## src/rtl/monster_pkg.sv

```systemverilog
// Shared definitions for the Nexys Starship monster spawn logic: lane indices,
// spawn FSM state encodings and the spawn LFSR polynomial helper.
package monster_pkg;

   localparam logic [1:0] LANE_TOP    = 2'd0;
   localparam logic [1:0] LANE_BOTTOM = 2'd1;
   localparam logic [1:0] LANE_LEFT   = 2'd2;
   localparam logic [1:0] LANE_RIGHT  = 2'd3;

   localparam logic [15:0] LFSR_MASK = 16'hB400;

   typedef enum logic [2:0] {
      SPAWN_IDLE = 3'b001,
      SPAWN_RUN  = 3'b010,
      SPAWN_HALT = 3'b100
   } spawn_state_e;

   // Right-shifting Galois step for x^16+x^14+x^13+x^11+1.
   function automatic logic [15:0] lfsr_step(input logic [15:0] v);
      lfsr_step = (v >> 1) ^ (v[0] ? LFSR_MASK : 16'h0000);
   endfunction

endpackage

```

## src/rtl/monster_spawn_gen_lfsr.sv

```systemverilog
// spawn_lfsr: 16-bit spawn LFSR with load, step enable and an all-zero
// lock-up guard that reloads SEED.
module spawn_lfsr
   import monster_pkg::*;
#(
   parameter logic [15:0] SEED = 16'hACE1
) (
   input  logic        Clk,
   input  logic        Reset,
   input  logic        step_i,
   input  logic        load_i,
   input  logic [15:0] load_val_i,
   output logic [1:0]  lane_o,
   output logic [7:0]  roll_o
);

   logic [15:0] lfsr_q;
   logic [15:0] lfsr_d;

   // Next LFSR value: load beats the zero guard, which beats stepping.
   always_comb begin
      lfsr_d = lfsr_q;
      if (load_i) begin
         lfsr_d = load_val_i;
      end else if (lfsr_q == 16'h0000) begin
         lfsr_d = SEED;
      end else if (step_i) begin
         lfsr_d = lfsr_step(lfsr_q);
      end else begin
         lfsr_d = lfsr_q;
      end
   end

   // LFSR register.
   always_ff @(posedge Clk or posedge Reset) begin
      if (Reset) begin
         lfsr_q <= SEED;
      end else begin
         lfsr_q <= lfsr_d;
      end
   end

   assign lane_o = lfsr_q[1:0];
   assign roll_o = lfsr_q[15:8];

endmodule

```

## src/rtl/monster_spawn_gen.sv

```systemverilog
// monster_spawn_gen: paced, LFSR-driven spawn requests for the four monster lanes.
// Optional macro SPAWN_SEED_CAPTURE_EN mixes a free-running counter into the per-game seed.
module monster_spawn_gen
   import monster_pkg::*;
#(
   parameter int unsigned TICK_DIV       = 1000000,
   parameter logic [15:0] SEED           = 16'hACE1,
   parameter logic [7:0]  THRESH         = 8'd64,
   parameter int unsigned COOLDOWN_TICKS = 4
) (
   input  logic       Clk,
   input  logic       Reset,
   input  logic       play_flag,
   input  logic       game_over,
   input  logic [3:0] occupied,
   output logic [3:0] spawn_req,
   output logic       active
);

   localparam logic [19:0] TICK_LAST = 20'(TICK_DIV - 1);
   localparam logic [2:0]  CD_LOAD   = 3'(COOLDOWN_TICKS);

   spawn_state_e    state_q, state_d;
   logic [19:0]     presc_q, presc_d;
   logic [3:0][2:0] cd_q, cd_d;
   logic [3:0]      req_q, req_d;
   logic            active_q, active_d;
   logic            stay_run_s, tick_s, grant_s, load_s;
   logic [1:0]      lane_s;
   logic [7:0]      roll_s;
   logic [15:0]     seed_s;

`ifdef SPAWN_SEED_CAPTURE_EN
   logic [15:0] free_q;

   // Free-running counter sampled as entropy when a game starts.
   always_ff @(posedge Clk or posedge Reset) begin
      if (Reset) begin
         free_q <= 16'h0000;
      end else begin
         free_q <= free_q + 16'd1;
      end
   end

   assign seed_s = ((free_q ^ SEED) == 16'h0000) ? SEED : (free_q ^ SEED);
`else
   assign seed_s = SEED;
`endif

   // Game-level state transitions; game_over dominates everywhere.
   always_comb begin
      state_d = state_q;
      case (state_q)
         SPAWN_IDLE: begin
            if (game_over)      state_d = SPAWN_HALT;
            else if (play_flag) state_d = SPAWN_RUN;
            else                state_d = SPAWN_IDLE;
         end
         SPAWN_RUN: begin
            if (game_over)       state_d = SPAWN_HALT;
            else if (!play_flag) state_d = SPAWN_IDLE;
            else                 state_d = SPAWN_RUN;
         end
         SPAWN_HALT: begin
            if (game_over) state_d = SPAWN_HALT;
            else           state_d = SPAWN_IDLE;
         end
         default: state_d = SPAWN_IDLE;
      endcase
   end

   // Datapath only advances when staying in RUN, so a game_over tick never grants.
   assign stay_run_s = (state_q == SPAWN_RUN) && (state_d == SPAWN_RUN);
   assign tick_s     = stay_run_s && (presc_q == TICK_LAST);
   assign load_s     = (state_q == SPAWN_IDLE) && (state_d == SPAWN_RUN);
   assign grant_s    = tick_s && (roll_s < THRESH) && !occupied[lane_s]
                       && !req_q[lane_s] && (cd_q[lane_s] == 3'd0);
   assign active_d   = (state_d == SPAWN_RUN);

   spawn_lfsr #(.SEED(SEED)) u_lfsr (
      .Clk        (Clk),
      .Reset      (Reset),
      .step_i     (tick_s),
      .load_i     (load_s),
      .load_val_i (seed_s),
      .lane_o     (lane_s),
      .roll_o     (roll_s)
   );

   // Prescaler, per-lane request handshake and cooldown counters.
   always_comb begin
      presc_d = 20'd0;
      req_d   = 4'b0000;
      cd_d    = {4{3'd0}};
      if (stay_run_s) begin
         presc_d = tick_s ? 20'd0 : (presc_q + 20'd1);
         for (int i = 0; i < 4; i++) begin
            if (req_q[i] && occupied[i]) begin
               req_d[i] = 1'b0;
               cd_d[i]  = CD_LOAD;
            end else if (grant_s && (lane_s == 2'(i))) begin
               req_d[i] = 1'b1;
               cd_d[i]  = cd_q[i];
            end else if (tick_s && !occupied[i] && (cd_q[i] != 3'd0)) begin
               req_d[i] = req_q[i];
               cd_d[i]  = cd_q[i] - 3'd1;
            end else begin
               req_d[i] = req_q[i];
               cd_d[i]  = cd_q[i];
            end
         end
      end else begin
         presc_d = 20'd0;
         req_d   = 4'b0000;
         cd_d    = {4{3'd0}};
      end
   end

   // State and datapath registers.
   always_ff @(posedge Clk or posedge Reset) begin
      if (Reset) begin
         state_q  <= SPAWN_IDLE;
         presc_q  <= 20'd0;
         cd_q     <= {4{3'd0}};
         req_q    <= 4'b0000;
         active_q <= 1'b0;
      end else begin
         state_q  <= state_d;
         presc_q  <= presc_d;
         cd_q     <= cd_d;
         req_q    <= req_d;
         active_q <= active_d;
      end
   end

   assign spawn_req = req_q;
   assign active    = active_q;

endmodule

```

## config.mk

```make
export PLATFORM = sky130hd
export DESIGN_NAME = monster_spawn_gen
export DESIGN_NICKNAME = d
export VERILOG_FILES = /design/src/rtl/monster_pkg.sv /design/src/rtl/monster_spawn_gen_lfsr.sv /design/src/rtl/monster_spawn_gen.sv
export SDC_FILE = /design/constraint.sdc
export NUM_CORES = 1
export LEC_CHECK = 0
export BUFFER_PORTS_ARGS = -buffer_cell sky130_fd_sc_hd__buf_2
export CORE_UTILIZATION = 40
export CTS_BUF_LIST = sky130_fd_sc_hd__clkbuf_4 sky130_fd_sc_hd__clkbuf_8
export DETAILED_ROUTE_END_ITERATION = 10
export PLACE_DENSITY = 0.65
export RECOVER_POWER = 50
export SETUP_SLACK_MARGIN = 0.15
export SLEW_MARGIN = 20
export SYNTH_ARGS = -nofsm -noshare
export SYNTH_HDL_FRONTEND = slang
export SYNTH_SLANG_ARGS = --single-unit
```

## constraint.sdc

```tcl
create_clock -name Clk -period 2.9 [get_ports Clk]
set_input_delay 0.435 -clock Clk [delete_from_list [all_inputs] [get_ports Clk]]
set_output_delay 0.435 -clock Clk [all_outputs]
set_load 0.005 [all_outputs]
```

* Yosys cells after proc, flatten, opt, wreduce, memory -nomap -nowiden *
Index checks and enable logic that the tools add are counted.
W data, S select, Z words.

storage, ports and cells
  bits in registers = 56
  input port bits = 8
  output and inout bits = 5

operators by class
  mux-type cells = 38
  reduce and logical (&&, ||, !) cells = 42
  $add $sub $neg = 5
  magnitude comparators = 2
  equality and inequality tests = 20
  bitwise operators = 1

operators by type and width
  kind                     count
  $mux W16                 4
  $mux W3                  15
  $mux W20                 2
  $ne A3 B1 Y1 const B     8
  $logic_and A1 B1 Y1      23
  $add A20 B1 Y20 const B  1
  $eq A20 B20 Y1 const B   1
  $logic_not A16 Y1        1
  $xor A15 B16 Y16         1
  $reduce_bool A3 Y1       5
  $mux W12                 1
  $ne A3 B3 Y1 const B     4
  $sub A3 B1 Y3 const B    4
  $mux W1                  10
  $lt A8 B7 Y1 const B     1
  $reduce_and A2 Y1        4
  $bmux W3 S2              1
  $eq A3 B2 Y1 const B     2
  $logic_not A1 Y1         6
  $pmux W3 S2              1
  $bmux W1 S2              2
  $eq A2 B2 Y1 const B     2
  $mux W4                  1
  $eq A3 B1 Y1 const B     1
  7 further kinds          7

* Logic depth before layout (Yosys ltp) *
  word-level depth = 14
  depth in mapped cells = 8

* Cells and area by module *
From an unflattened synthesis, not the netlist that was laid out.

second synthesis, totals
  cells, all modules = 326
  area total of the unflattened synthesis = 3173.0 um2

by module, submodules not included
  module             area each (um2)  times used  cells an instance  seq. area each (um2)
  monster_spawn_gen  2183.3           1           238                1002.2
  spawn_lfsr         989.7            1           88                 410.4

* Least setup slack after synthesis *
No wires, ideal clock.

  path kind = register -> register
  start = register presc_q[6]
  end = register cd_q[8] (netlist bit)
  buffers on the path = 0
  required time = 2818 ps
  clock period less this slack = 2002 ps
  slack = 898 ps
  arrival time = 1920 ps
  cell stages (with the launch flop) = 6
  setup time = 82 ps
  path through = dfrtp_1 -> or3b_4 -> nor4_4 -> nand3_2 -> or3b_1 -> a31oi_1

on the way
  cells in the longest elaborated chain, start to end = 9
  elaborated cells on any way between the ends = 12
  those cells by class = 3 x eq/ne; 9 x reduce/logical

ends and longest elaborated chain
  what                               RTL line                  text
  start: declaration                 monster_spawn_gen.sv:24   logic [19:0] presc_q, presc_d;
  start signal: assignment           monster_spawn_gen.sv:129  presc_q <= presc_d;
  $eq A20 B20 Y1 *                   monster_spawn_gen.sv:74   assign tick_s = stay_run_s && (presc_q == TICK_LAST);
  $logic_and A1 B1 Y1 *              monster_spawn_gen.sv:74
  $logic_and A1 B1 Y1 (2 in series)  monster_spawn_gen.sv:76   assign grant_s = tick_s && (roll_s < THRESH) && !occupied[lane_s]
  $logic_and A1 B1 Y1 (2 in series)  monster_spawn_gen.sv:77   && !req_q[lane_s] && (cd_q[lane_s] == 3'd0);
  $logic_and A1 B1 Y1                monster_spawn_gen.sv:101  end else if (grant_s && (lane_s == 2'(i))) begin
  $ne A3 B3 Y1 (no line)             n/a
  $reduce_and A2 Y1 (no line) *      n/a
  end signal: assignment             monster_spawn_gen.sv:124  cd_q <= {4{3'd0}};
  end: declaration                   monster_spawn_gen.sv:25   logic [3:0][2:0] cd_q, cd_d;

Every way passes the cells marked *; elsewhere a longest branch is shown, timed or not.
A chain may end at the register's enable or synchronous reset.

* Final worst setup path *
  start = register state_q[2]
  end = register presc_q[16]

on the way
  cells in the longest elaborated chain, start to end = 8
  elaborated cells on any way between the ends = 10
  those cells by class = 4 x eq/ne; 3 x mux; 3 x reduce/logical

ends and longest elaborated chain
  what                                          RTL line                                          text
  start: declaration                            monster_spawn_gen.sv:23                           spawn_state_e state_q, state_d;
  start signal: assignment                      monster_spawn_gen.sv:128                          state_q <= state_d;
  $eq A3 B2 Y1 or $eq A3 B1 Y1 (tied branches)  monster_spawn_gen.sv:53, monster_spawn_gen.sv:73
  $reduce_or A2 Y1 (no line)                    n/a
  $pmux W3 S2                                   monster_spawn_gen.sv:53                           case (state_q)
  $eq A3 B2 Y1                                  monster_spawn_gen.sv:73                           assign stay_run_s = (state_q == SPAWN_RUN) && (state_d == SPAWN_RUN);
  $logic_and A1 B1 Y1 *                         monster_spawn_gen.sv:73
  $logic_and A1 B1 Y1                           monster_spawn_gen.sv:74
  $mux W20                                      monster_spawn_gen.sv:96                           presc_d = tick_s ? 20'd0 : (presc_q + 20'd1);
  $mux W20 *                                    monster_spawn_gen.sv:95                           if (stay_run_s) begin
  via presc_d[16]                               monster_spawn_gen.sv:24

Mark *: on every way through the listed nets, which the timed path passes. The rest lies on a longest branch.

==> metrics.md <==
| Metric | Value |
|---|---|
| Status | complete, no violations |
| CORE AREA | 0.006907 mm2 |
| CP startpoint kind | flop |
| Ports | 13 |
| Initial detailed-routing violation count | roughly 180 |
| Antenna cells | 0 |
| Post-route clock period utilization | 81.14% |
| Die Wd | 87.08 um |
| EDFF count, synth | 0 |
| Crit end category | flop |
| Initial antenna violation count | 0 |
| Min Tclk post-route | 2.353 ns |
| Detailed Place HPWL | 3962 um |
| CTS resizes | 0 |
| Highest metal used | met4 |
| Vias in the first global route | 2,075 |
| TritonCTS sink count | 56 |
| GR Overflow Total | 0 |
| Met2 wire len | between 2000 and 3000 um |
| Fraction of registers with async set or reset after synthesis | 100.0% |
| Hold-fix buffer count after cts | 0 |
| Rows | 30 |
| CP Data Required Time | around 3.1 ns |
| Synth unique cells | 42 |
| Root buf cell | clkbuf_8 |
| Most frequent cells in the layout | dfrtp_1, nand2_1, nor2_1 |
| Port bufs | 12 |
| Worst-skew pair later-pin latency | 0.31 ns |
| Tot GR Track Use | 16.15% |
| Die area | 0.007582 mm2 |
| Top_reg_cell synth | dfrtp_1 |
| Metal1 wirelength | between 2000 and 3000 um |
| Mean Syn Cell Area | between 9 and 10 um2 |
| Remaining DRCs | 0 |
| First-pass GRT wire length | 9653 um |
| Yosys reg bits | 56 |
| Crit Path Category | reg2reg |
| Routed WL | approximately 5500 um |
| Crit path buf inv count | 1 |
| Detailed Routing Iterations Pass 1 | 4 |
| Seq/Total Area, Yosys | 48.79% |
| Hold Vio Cnt, Final | 0 |
| Crit-path leading delay family | simple AND/OR/NAND/NOR gates |
| Routed via count | 2,167 |
| Arrival @ worst endpoint | 2.59 ns |
| Crit-path max FO | 19 |
| TNS Setup | 0 ns |
| Die Y-Extent | 87.08 um |
| Syn Std Cell Area | approximately 0.0029 mm2 |
| RSZ-0062 raised after global routing | no |
| Largest net degree at the start of global routing | 30 |
| WL per Instance | 13.14 um |
| Layout cells sized above 1 | 12.38% |
| CP max stage delay | 0.52 ns |
| Leakage | 1.280 nW |
| Starting Density | 41.92% |
| Clk slew on worst S/H paths | 0.10 ns |
| Area growth, synth to finish | 9.291% |
| Max-slew violations | 0 |
| Pwr Total | 1.374 mW |
| # Post-CTS Setup Buffers | 0 |
| Antenna viol nets, final | 0 |
| Power Density | roughly 430 mW/mm2 |
| Critical Path Most Common Cell | nor2_1 |
| CTS tree | built |
| # nets final | 339 |
| Max Fclk | 425.0 MHz |
| Worst Tran Pin Value | 1.299 ns |
| Clock buffer depth | 2 |
| Slowest library cell on the worst path | or3b_1 |
| Cts bufs inserted | 5 |
| Clk_skew | 0.009459 ns |
| CP cell instances | or3b_1 > nor2_1 > buf_4 > nand2_1 > nor2_1 |
| Commonest non-fill, non-tap cell in the layout | dfrtp_1 |
| Synth Instances | 307 |
| Syn nets | 324 |
| Endpoints failing setup | 0 |
| H-tree depth | 2 |
| DR vias/cell | 5.172 |
| Worst-case vdd ir drop | 0.2429 mV |
| Synth warnings | 0 |
| GP Congestion | 0.8377 |
| Worst min path class | in2reg |
| Worst slew margin | between 10 and 15% |
| Met3 wire len | 182 um |
| Max-Cap Viols | 0 |
## kinds of logic (layout without fill, tap and decap cells)
kind of cell,after synthesis,count (layout),synth area share (%)
flip-flops,56,56,48.79
XOR/XNOR,24,24,7.260
AO/OA/AOI/OAI,39,39,8.167
AND/OR/NAND/NOR,157,157,28.35
multiplexers,1,1,0.3889
buffers and inverters,21,37,3.155
adder cells (fa/ha/maj),9,9,3.889
## synthesized netlist by cell type, types with 4 or more instances
| master | number | share of area, % |
|---|---|---|
| nand2_1 | 45 | 5.8 |
| buf_2 | 4 | 0.69 |
| nand3_1 | 17 | 2.9 |
| or3_1 | 4 | 0.86 |
| a211oi_1 | 4 | 1.0 |
| dfstp_2 | 9 | 8.2 |
| and2_1 | 4 | 0.86 |
| and3_1 | 5 | 1.1 |
| xnor2_1 | 10 | 3.0 |
| nor3_1 | 4 | 0.69 |
| a21oi_1 | 14 | 2.4 |
| nor2_1 | 42 | 5.4 |
| a31oi_1 | 7 | 1.5 |
| dfrtp_1 | 47 | 41 |
| nand4_1 | 8 | 1.7 |
| ha_1 | 9 | 3.9 |
| xor2_1 | 14 | 4.2 |
| inv_1 | 13 | 1.7 |
| nor4_1 | 9 | 1.9 |
## state kept, by name, summed over array words and instances (netlist names)
| signal | flops |
|---|---|
| state_q | 3 |
| u_lfsr.lfsr_q | 16 |
| presc_q | 20 |
| cd_q | 12 |
| spawn_req | 4 |
| active | 1 |
## stage by stage
stage	std cells	area, um2	hold slack (ns)	setup WS, ns	util [%]
finish	419	3164	0.3219	0.5469	45.82
CTS	419	3172	0.2190	0.5391	45.92
floorplan	307	2895	0.4520	0.8980	-
global placement	411	3075	0.4687	0.4964	44.53
detailed placement	411	3075	0.4851	0.4356	44.53
global route	419	3164	0.3045	0.1546	45.82
## power by group
group / switching, mW / leakage, nW / total, mW / internal [mW]
registers: 0.0137 / 0.749 / 0.815 / 0.801
logic: 0.0715 / 0.480 / 0.107 / 0.0350
clock network: 0.256 / 0.0516 / 0.452 / 0.196
## path summary, 6_finish.rpt
check | slack (ns) | from | depth (start not counted) | end
worst min register to register | 0.50 | presc_q[0]$_DFF_PP0_ | 1 | presc_q[0]$_DFF_PP0_
worst min-delay path | 0.32 | game_over | 2 | state_q[0]$_DFF_PP1_
worst max register to register | 0.55 | state_q[2]$_DFF_PP0_ | 5 | presc_q[16]$_DFF_PP0_
min in group asynchronous | 0.36 | Reset | 2 | state_q[1]$_DFF_PP0_
max in group asynchronous | 0.70 | Reset | 3 | cd_q[5]$_DFFE_PP0P_
worst max-delay path | 0.55 | state_q[2]$_DFF_PP0_ | 5 | presc_q[16]$_DFF_PP0_
## routing by layer
layer | up-vias | global-route usage [%]
met5 | - | 0
met4 | 0 | 3.636
met3 | 2 | 3.507
met2 | 29 | 25.48
met1 | 1048 | 22.75
li1 | 1088 | -
## area by class of cell
cell class	count	area [um2]
fillers	683	3742
flip-flops and latches	56	1413
multi-input cells	230	1391
well taps	96	120.1
repair buffers	16	95.09
clock buffers	6	82.58
inverters	13	48.80
clock inverters	2	13.76
(Power assumes the default switching activity.)
